File: src/rtl/node_pkt_sender_pkg.sv
// ---------------------------------------------------------------------------
// node_pkt_sender_pkg
// Shared NoC types for the node-side transmit stage.
//   pkt_t          : 32-bit packet {source_id, dest_id, data}
//   BEATS_PER_PKT  : beats per serialized packet (4)
//   BEAT_W         : beat width in bits (8)
//   sender_state_t : serializer FSM states
//   pkt_beat()     : selects beat idx of a packet, beat 0 = MSB byte
// ---------------------------------------------------------------------------
package node_pkt_sender_pkg;

    typedef struct packed {
        logic [3:0]  source_id;
        logic [3:0]  dest_id;
        logic [23:0] data;
    } pkt_t;

    localparam int BEATS_PER_PKT = 4;
    localparam int BEAT_W        = 8;

    typedef enum logic {
        IDLE = 1'b0,
        SEND = 1'b1
    } sender_state_t;

    function automatic logic [BEAT_W-1:0] pkt_beat(input pkt_t p, input logic [1:0] idx);
        logic [31:0] w;
        logic [BEAT_W-1:0] b;
        w = p;
        case (idx)
            2'd0:    b = w[31:24];
            2'd1:    b = w[23:16];
            2'd2:    b = w[15:8];
            default: b = w[7:0];
        endcase
        return b;
    endfunction

endpackage

File: src/rtl/node_pkt_sender_fifo.sv
// ---------------------------------------------------------------------------
// node_pkt_sender_fifo
// Circular queue of QDEPTH pkt_t entries (QDEPTH power of 2, >= 2).
// Ports:
//   clk, rst_b        : clock, asynchronous active-low reset
//   push, push_data   : enqueue request/data (ignored while full)
//   pop               : dequeue request (ignored while empty)
//   head              : entry at the read pointer
//   count, full, empty: registered occupancy status
// Handshake: an entry moves in when push & !full at a posedge, and out when
// pop & !empty at a posedge. Both in one cycle leave count unchanged.
// ---------------------------------------------------------------------------
module node_pkt_sender_fifo
    import node_pkt_sender_pkg::*;
#(
    parameter int QDEPTH = 4
) (
    input  logic                      clk,
    input  logic                      rst_b,
    input  logic                      push,
    input  pkt_t                      push_data,
    input  logic                      pop,
    output pkt_t                      head,
    output logic [$clog2(QDEPTH):0]   count,
    output logic                      full,
    output logic                      empty
);

    localparam int AW = $clog2(QDEPTH);

    pkt_t          mem_q [QDEPTH];
    logic [AW-1:0] wr_ptr_q, wr_ptr_d;
    logic [AW-1:0] rd_ptr_q, rd_ptr_d;
    logic [AW:0]   count_q,  count_d;
    logic          do_push;
    logic          do_pop;

    assign full    = (count_q == (AW+1)'(QDEPTH));
    assign empty   = (count_q == '0);
    assign count   = count_q;
    assign head    = mem_q[rd_ptr_q];
    assign do_push = push & ~full;
    assign do_pop  = pop & ~empty;

    // Pointers are exactly AW bits, so the natural overflow wraps modulo QDEPTH.
    always_comb begin
        wr_ptr_d = wr_ptr_q;
        rd_ptr_d = rd_ptr_q;
        count_d  = count_q;
        if (do_push) wr_ptr_d = wr_ptr_q + 1'b1;
        if (do_pop)  rd_ptr_d = rd_ptr_q + 1'b1;
        case ({do_push, do_pop})
            2'b10:   count_d = count_q + 1'b1;
            2'b01:   count_d = count_q - 1'b1;
            default: count_d = count_q;
        endcase
    end

    always_ff @(posedge clk or negedge rst_b) begin
        if (!rst_b) begin
            wr_ptr_q <= '0;
            rd_ptr_q <= '0;
            count_q  <= '0;
        end else begin
            wr_ptr_q <= wr_ptr_d;
            rd_ptr_q <= rd_ptr_d;
            count_q  <= count_d;
        end
    end

    // Storage needs no reset: entries are only read after being written.
    always_ff @(posedge clk) begin
        if (do_push) mem_q[wr_ptr_q] <= push_data;
    end

endmodule

File: src/rtl/node_pkt_sender.sv
// ---------------------------------------------------------------------------
// node_pkt_sender
// Node-side transmit stage: queues whole packets and serializes each into
// four 8-bit beats (MSB byte first) toward a router inbound port.
// Ports:
//   clk, rst_b            : clock, asynchronous active-low reset
//   pkt_in, pkt_in_valid  : packet from node
//   pkt_in_ready          : queue has room
//   free                  : router inbound has room for a new packet
//   put, payload          : beat valid strobe and beat data
//   busy                  : queue non-empty or a packet in flight
//   sent_count            : completed packets (only with NODE_PKT_SENDER_STATS_EN)
//   dbg_state_o           : serializer FSM state, for observation
// Handshake: node -> queue uses valid/ready; a packet transfers when
// pkt_in_valid & pkt_in_ready at a posedge. The router side has no ready:
// free is sampled only before a packet starts, after which all four beats
// are issued on consecutive cycles with put high.
// Optional feature macro: NODE_PKT_SENDER_STATS_EN.
// ---------------------------------------------------------------------------
module node_pkt_sender
    import node_pkt_sender_pkg::*;
#(
    parameter int QDEPTH = 4
) (
    input  logic              clk,
    input  logic              rst_b,
    input  pkt_t              pkt_in,
    input  logic              pkt_in_valid,
    output logic              pkt_in_ready,
    input  logic              free,
    output logic              put,
    output logic [BEAT_W-1:0] payload,
    output logic              busy,
`ifdef NODE_PKT_SENDER_STATS_EN
    output logic [15:0]       sent_count,
`endif
    output sender_state_t     dbg_state_o
);

    sender_state_t       state_q,   state_d;
    logic [2:0]          beat_q,    beat_d;
    pkt_t                shift_q,   shift_d;
    logic                put_q,     put_d;
    logic [BEAT_W-1:0]   payload_q, payload_d;

    pkt_t                fifo_head;
    logic [$clog2(QDEPTH):0] fifo_count;
    logic                fifo_full;
    logic                fifo_empty;
    logic                fifo_pop;
    logic                pkt_done;

    node_pkt_sender_fifo #(.QDEPTH(QDEPTH)) u_fifo (
        .clk       (clk),
        .rst_b     (rst_b),
        .push      (pkt_in_valid),
        .push_data (pkt_in),
        .pop       (fifo_pop),
        .head      (fifo_head),
        .count     (fifo_count),
        .full      (fifo_full),
        .empty     (fifo_empty)
    );

    // Ready comes from the registered count only; no same-cycle bypass.
    assign pkt_in_ready = ~fifo_full;
    assign put          = put_q;
    assign payload      = payload_q;
    assign busy         = ~fifo_empty | (state_q != IDLE);
    assign dbg_state_o  = state_q;

    // beat_q holds the index of the next beat to drive; reaching
    // BEATS_PER_PKT means the last beat has been on the link for one cycle.
    assign pkt_done = (state_q == SEND) && (beat_q == 3'(BEATS_PER_PKT));

    always_comb begin
        state_d   = state_q;
        beat_d    = beat_q;
        shift_d   = shift_q;
        put_d     = put_q;
        payload_d = payload_q;
        fifo_pop  = 1'b0;
        case (state_q)
            IDLE: begin
                put_d     = 1'b0;
                payload_d = '0;
                if (!fifo_empty && free) begin
                    fifo_pop  = 1'b1;
                    shift_d   = fifo_head;
                    put_d     = 1'b1;
                    payload_d = pkt_beat(fifo_head, 2'd0);
                    beat_d    = 3'd1;
                    state_d   = SEND;
                end
            end
            SEND: begin
                // free is deliberately ignored here: the router slot is committed.
                if (pkt_done) begin
                    put_d     = 1'b0;
                    payload_d = '0;
                    beat_d    = 3'd0;
                    state_d   = IDLE;
                end else begin
                    put_d     = 1'b1;
                    payload_d = pkt_beat(shift_q, beat_q[1:0]);
                    beat_d    = beat_q + 3'd1;
                end
            end
            default: begin
                state_d   = IDLE;
                put_d     = 1'b0;
                payload_d = '0;
                beat_d    = 3'd0;
            end
        endcase
    end

    always_ff @(posedge clk or negedge rst_b) begin
        if (!rst_b) begin
            state_q   <= IDLE;
            beat_q    <= 3'd0;
            shift_q   <= '0;
            put_q     <= 1'b0;
            payload_q <= '0;
        end else begin
            state_q   <= state_d;
            beat_q    <= beat_d;
            shift_q   <= shift_d;
            put_q     <= put_d;
            payload_q <= payload_d;
        end
    end

`ifdef NODE_PKT_SENDER_STATS_EN
    logic [15:0] sent_count_q, sent_count_d;

    // Wraps naturally from 16'hFFFF to 0.
    assign sent_count_d = pkt_done ? (sent_count_q + 16'd1) : sent_count_q;

    always_ff @(posedge clk or negedge rst_b) begin
        if (!rst_b) sent_count_q <= '0;
        else        sent_count_q <= sent_count_d;
    end

    assign sent_count = sent_count_q;
`endif

endmodule

File: config.mk
export PLATFORM = sky130hd
export DESIGN_NAME = node_pkt_sender
export DESIGN_NICKNAME = d
export VERILOG_FILES = /design/src/rtl/node_pkt_sender_pkg.sv /design/src/rtl/node_pkt_sender_fifo.sv /design/src/rtl/node_pkt_sender.sv
export SDC_FILE = /design/constraint.sdc
export NUM_CORES = 1
export LEC_CHECK = 0
export ABC_CLOCK_PERIOD_IN_PS = 2900
export BUFFER_PORTS_ARGS = -buffer_cell sky130_fd_sc_hd__buf_2
export CAP_MARGIN = 10
export CORE_ASPECT_RATIO = 1.75
export CORE_UTILIZATION = 60
export DETAILED_ROUTE_END_ITERATION = 8
export PLACE_DENSITY = 0.79
export SLEW_MARGIN = 20
export SYNTH_ARGS = -nofsm -noshare
export SYNTH_HDL_FRONTEND = slang
export SYNTH_SLANG_ARGS = --single-unit
File: constraint.sdc
create_clock -name clk -period 2.9 [get_ports clk]
set_clock_uncertainty 0.05 [all_clocks]
set_input_delay 0.29 -clock clk [delete_from_list [all_inputs] [get_ports clk]]
set_output_delay 0.29 -clock clk [all_outputs]
set_load 0.02 [all_outputs]
## Word level (Yosys, flattened, before mapping)

Memories as Yosys holds them, arrays and structs flattened.
Index checks and enable logic that the tools add are counted.
Widths: inputs -> output; s select.

- Shift-type cells: 0
- Multipliers: 0
- Reductions and logical operators: 7
- Bitwise gates (word level): 6
- Muxes and demuxes: 14
- Equality and inequality tests: 7
- Magnitude comparators: 0
- Add/subtract/negate cells: 5
- Divide/modulo/power cells: 0

Operators with widths:

| operator | number |
|---|---|
| $pmux 8 s3 | 1 |
| $mux 8 | 2 |
| $pmux 8 s2 | 1 |
| $pmux 3 s2 | 2 |
| $add 3x1->3 const B | 2 |
| $eq 3x3->1 const B | 2 |
| $mux 3 | 2 |
| $mux 1 | 5 |
| $add 2x1->2 const B | 2 |
| $eq 2x1->1 const B | 2 |
| $eq 2x2->1 const B | 2 |
| $logic_not 3->1 | 1 |
| $not 1->1 | 3 |
| $sub 3x1->3 const B | 1 |
| $and 1x1->1 | 2 |
| $logic_and 1x1->1 | 2 |
| $logic_not 2->1 | 1 |
| $ne 2x2->1 const B | 1 |
| $pmux 1 s2 | 1 |
| $reduce_and 2->1 | 1 |
| $reduce_bool 2->1 | 1 |
| $logic_not 1->1 | 1 |
| $or 1x1->1 | 1 |

- Memories kept: 1
- Logic and storage cells: 49
- Bits in registers: 51
- Memory bits (read-only): 0
- Bits of input ports: 36
- Bits in latches: 0
- RAM bits: 128

Memories:

| name | words | width | read ports | clocked after Yosys merged registers in | wr ports | line | source |
|---|---|---|---|---|---|---|---|
| u_fifo.mem_q | 4 | 32 | 1 | 0 | 1 | node_pkt_sender_fifo.sv:31 | `pkt_t mem_q [QDEPTH];` |

## Logic depth before layout (Yosys ltp)

- Depth after elaboration: 8
- Mapped depth: 10

## By module

From an unflattened synthesis, not the netlist that was laid out.

- Cell total of the unflattened synthesis: 352
- Area, all modules: 7215.7 sq um

Modules (own cells, without submodules):

| module | seq. area each (sq um) | area an instance (sq um) | cells an instance | times used |
|---|---|---|---|---|
| node_pkt_sender_fifo | 4018.9 | 5091.1 | 205 | 1 |
| node_pkt_sender | 1101.1 | 2124.5 | 147 | 1 |

## Worst setup path before layout

No wires, ideal clock.

- Path type: register to register
- Start: register u_fifo.count_q[1], in the netlist u_fifo.count[1]
- End: register u_fifo.count_q[2], in the netlist u_fifo.count[2]
- Data required time: 2771 ps
- Library setup time: 79 ps
- Clock period less this slack: 2282 ps
- Slack: 618 ps
- Arrival: 2153 ps
- Stages on the path, launching flop included: 10
- Buffers on the path: 0
- Cells stage by stage: dfrtp_1 or3b_1 and2_1 inv_1 ha_1 inv_1 fa_1 xor2_1 nor2_1 xor2_1

RTL lines:

| item | line | source |
|---|---|---|
| from (decl) | node_pkt_sender_fifo.sv:34 | `logic [AW:0] count_q, count_d;` |
| from (signal assigned) | node_pkt_sender_fifo.sv:67 | `count_q <= count_d;` |
| $eq 3x3->1 (*) | node_pkt_sender_fifo.sv:38 | `assign full = (count_q == (AW+1)'(QDEPTH));` |
| $not 1->1 (*) | - |  |
| net pkt_in_ready | node_pkt_sender.sv:29 | `output logic pkt_in_ready,` |
| $and 1x1->1 (*) | node_pkt_sender_fifo.sv:42 | `assign do_push = push & ~full;` |
| $eq 2x1->1 or $eq 2x2->1 (tied branches) | node_pkt_sender_fifo.sv:52 | `case ({do_push, do_pop})` |
| $pmux 3 s2 or $reduce_bool 2->1 (tied branches) | - |  |

The timed path passes the listed nets; every way through them passes the cells marked *.
A chain may end at the register's enable or synchronous reset.

## Final worst setup path

- Start: register u_fifo.count_q[0], in the netlist u_fifo.count[0]
- End: register u_fifo.count_q[2], in the netlist u_fifo.count[2]

- Cells in the longest elaborated chain, start to end: 8

Ends and longest elaborated chain:

| item | line | source |
|---|---|---|
| $logic_not 3->1 | node_pkt_sender_fifo.sv:39 | `assign empty = (count_q == '0);` |
| $logic_not 1->1 | node_pkt_sender.sv:87 | `if (!fifo_empty && free) begin` |
| $logic_and 1x1->1 | node_pkt_sender.sv:87 |  |
| $mux 1 | node_pkt_sender.sv:87 |  |
| $mux 1 | node_pkt_sender.sv:83 | `case (state_q)` |
| $and 1x1->1 | node_pkt_sender_fifo.sv:43 | `assign do_pop = pop & ~empty;` |
| $eq 2x1->1 or $eq 2x2->1 (tied branches) | node_pkt_sender_fifo.sv:52 |  |
| $pmux 3 s2 or $reduce_bool 2->1 (tied branches) | - |  |

Parallel ways exist; a longest one is shown, timed or not.

==> results_dict.tcl <==
set metrics [dict create \
    setup_viol 0 \
    max-vdd-ir-drop_mv 0.558 \
    rsz0062_at_grt "no" \
    grt_usage 0.236 \
    status "complete, but fails checks" \
    synth.distinct_cells 39 \
    slowest_delay_ps 420 \
    fin_crit_sh 0.826 \
    cp.depth 9 \
    cts.path.max_buffers 2 \
    firstDrtPassIters 6 \
    syn-num-nets 404 \
    intPower_mw 5.95 \
    p_per_area_nw_per_um2 1070 \
    crit_chain "o31a_1, nand2b_1, inv_2, ha_1, inv_1, fa_1, xor2_1, nor2_1, xor2_1" \
    rows 52 \
    h-tree-depth 4 \
    cts-root-buf "clkbuf_16" \
    async_reset_ff_frac 0.285 \
    slowest_stage "dfrtp_1" \
    place_area_um2 7480 \
    min_path_cells 1 \
    final_antenna_net_count 0 \
    end_kind "register" \
    crit_required_ps 3190 \
    power_switching_mw 2.60 \
    cts.sinks 179 \
    switching_share 0.304 \
    grt_overflow_total 0 \
    fmax_mhz 417 \
    syn_area_um2 7120 \
    ios 48 \
    cp_max_fo 11 \
    grt_pass1_vias 3767 \
    wl_mm 12.9 \
    cp-start-kind "register" \
    cap_viol_max_count 0 \
    clk_pin_slew_ps 60 \
    avgSynthCellArea_um2 19.9 \
    violations "design-rule violations" \
    synth_seq_cells 179 \
    gp_congestion 0.838 \
    post_cts_resized 0 \
    die_w_um 84.3 \
    slew_headroom 0.472 \
    cts_buffers 17 \
    critical_path.top_delay_family "adder cells" \
    start_util 0.615 \
    synthFlopType "edfxtp_1" \
    clk-insertion-delay-late_ps 420 \
    core_area_um2 11600 \
    final_layout_size_suffix_gt1_frac 0.329 \
    nNetsFinal 465 \
    holdWs_ps 31.1 \
    n_antenna_cell 0 \
    dp_hpwl_mm 8.11 \
    hold_class "input pin to register" \
    syn_inst 358 \
    path_class "register to register" \
    seq_area_frac_synth 0.719 \
    vias_per_cell 6.08 \
    crit_top_cell "xor2_1" \
    period_minus_slack_ps 2400 \
    grt_pass1_wl_mm 21.1 \
    cts_tree "built" \
    worst_pin_slew_ps 785 \
    wl_per_cell_um 22.7 \
    io_buffers 47 \
    r2r.worst_path.cells 9 \
    ys_warn_count 0 \
    grt_max_degree 33 \
    comb_power_share 0.299 \
    finalSetupTns_ps 0 \
    slew_violations 0 \
    p_leak_nw 3.13 \
    crit_buf_inv 2 \
    drtIter0Drc 277 \
    dieArea_um2 12300 \
    antenna_found_initial 0 \
    synth_edf_count 128 \
    drc 2 \
    seq_power_share 0.459 \
    area_growth_pct 12.8 \
    fin_area_um2 8030 \
    worstPathArrival_ps 2680 \
    clkPwrFrac 0.242 \
    vias 3449 \
    hold_viol_final 0 \
    die_height_um 146 \
]
-- power by group through the flow --
| stage | Combinational (mW) | Sequential (mW) | Clock [mW] |
|---|---|---|---|
| after floorplan | 2.00 | 3.82 | 0 |
| after global placement | 2.47 | 3.92 | 0 |
| after detailed placement | 2.57 | 3.96 | 0 |
| after CTS | 2.59 | 3.93 | 2.11 |
| after global routing | 2.77 | 3.99 | 2.22 |
| final | 2.56 | 3.92 | 2.07 |
-- layout by cell type, fill, tap and decap left out, types with 9 or more instances in the layout --
| cell | count |
|---|---|
| edfxtp_1 | 128 |
| mux2_4 | 18 |
| dfrtp_1 | 50 |
| ha_1 | 9 |
| buf_2 | 47 |
| nand2b_1 | 10 |
| clkbuf_16 | 17 |
| buf_4 | 13 |
| nand2_1 | 10 |
| mux4_2 | 20 |
| mux4_1 | 12 |
-- worst reg2reg max path: stages, from the launching register on --
cell and delay, ps:
dfrtp_1 420, o31a_1 350, nand2b_1 320, inv_2 140
ha_1 190, inv_1 60, fa_1 380, xor2_1 150
nor2_1 110, xor2_1 160
-- state kept, by name, summed over array words and instances, names as in the netlist --
register	count
shift_q	32
payload	8
put	1
u_fifo.count	3
u_fifo.wr_ptr_q	2
u_fifo.mem_q	128
u_fifo.rd_ptr_q	2
beat_q	3
-- path summary, 6_finish.rpt --
check / from / endpoint / slack [ps]
hold / removal: pkt_in[2] / u_fifo.mem_q[3][2]$_DFFE_PP_ / 30
max in group asynchronous: rst_b / shift_q[29]$_DFFE_PN0N_ / 1760
setup / recovery: u_fifo.count[0]$_DFFE_PN0P_ / u_fifo.count[2]$_DFFE_PN0P_ / 500
setup reg to reg: u_fifo.count[0]$_DFFE_PN0P_ / u_fifo.count[2]$_DFFE_PN0P_ / 500
min in group asynchronous: rst_b / payload[2]$_DFF_PN0_ / 380
hold reg to reg: shift_q[24]$_DFFE_PN0N_ / shift_q[24]$_DFFE_PN0N_ / 430
-- what timing repair did --
item	CTS	global route
setup endpoints to repair	0	0
endpoints found under the hold margin	26	0
hold buffers	1	0
buffers inserted	0	0
-- logic make-up (layout without fill, tap and decap cells) --
kind of cell	after synthesis	in the layout	synth area share
compound gates	38	38	0.0388
xor+xnor	6	6	0.00738
fa+ha+maj	10	10	0.0186
buf+inv	28	102	0.0244
flops	179	179	0.719
mux	58	58	0.158
simple gates	39	39	0.0336
-- through the flow --
stage / cells / setup WS (ps) / utilization / power, mW
3_3_place_gp: 534 / 642 / 0.646 / 6.39
4_1_cts: 567 / 519 / 0.693 / 8.63
6_report: 567 / 503 / 0.693 / 8.56
3_5_place_dp: 534 / 525 / 0.646 / 6.53
2_1_floorplan: 358 / 618 / - / 5.81
5_1_grt: 567 / 293 / 0.693 / 8.98
-- layer usage --
metal | vias to the layer above | part of all wire | wire length [µm] | GRT usage
met2 | 108 | 0.54 | 7020 | 0.402
li1 | 1533 | - | - | -
met4 | 0 | 0.026 | 338 | 0.0898
met1 | 1785 | 0.39 | 5040 | 0.295
met3 | 23 | 0.039 | 497 | 0.0543
met5 | - | 0 | 0 | 0
-- cell usage after synthesis (6+ instances only) --
cell type	count	share of area
dfrtp_1	51	0.18
a22oi_1	8	0.0084
and3b_1	8	0.0098
mux2_2	7	0.011
mux4_1	12	0.044
inv_1	8	0.0042
clkbuf_1	8	0.0042
a31o_2	6	0.0074
mux4_2	20	0.063
nand2_1	10	0.0053
ha_1	9	0.016
a21oi_1	8	0.0056
a21o_1	8	0.0084
mux2_4	18	0.038
edfxtp_1	128	0.54
nand2b_1	10	0.0088
-- area by class of cell --
type / instances / area [µm²]
clock buffers: 22 / 464
clock inverters: 10 / 75.1
fillers: 730 / 3550
inverters: 9 / 33.8
multi-input cells: 151 / 1830
flip-flops and latches: 179 / 5120
well taps: 135 / 169
repair buffers: 61 / 343
Power figures use the tool's default switching activity.
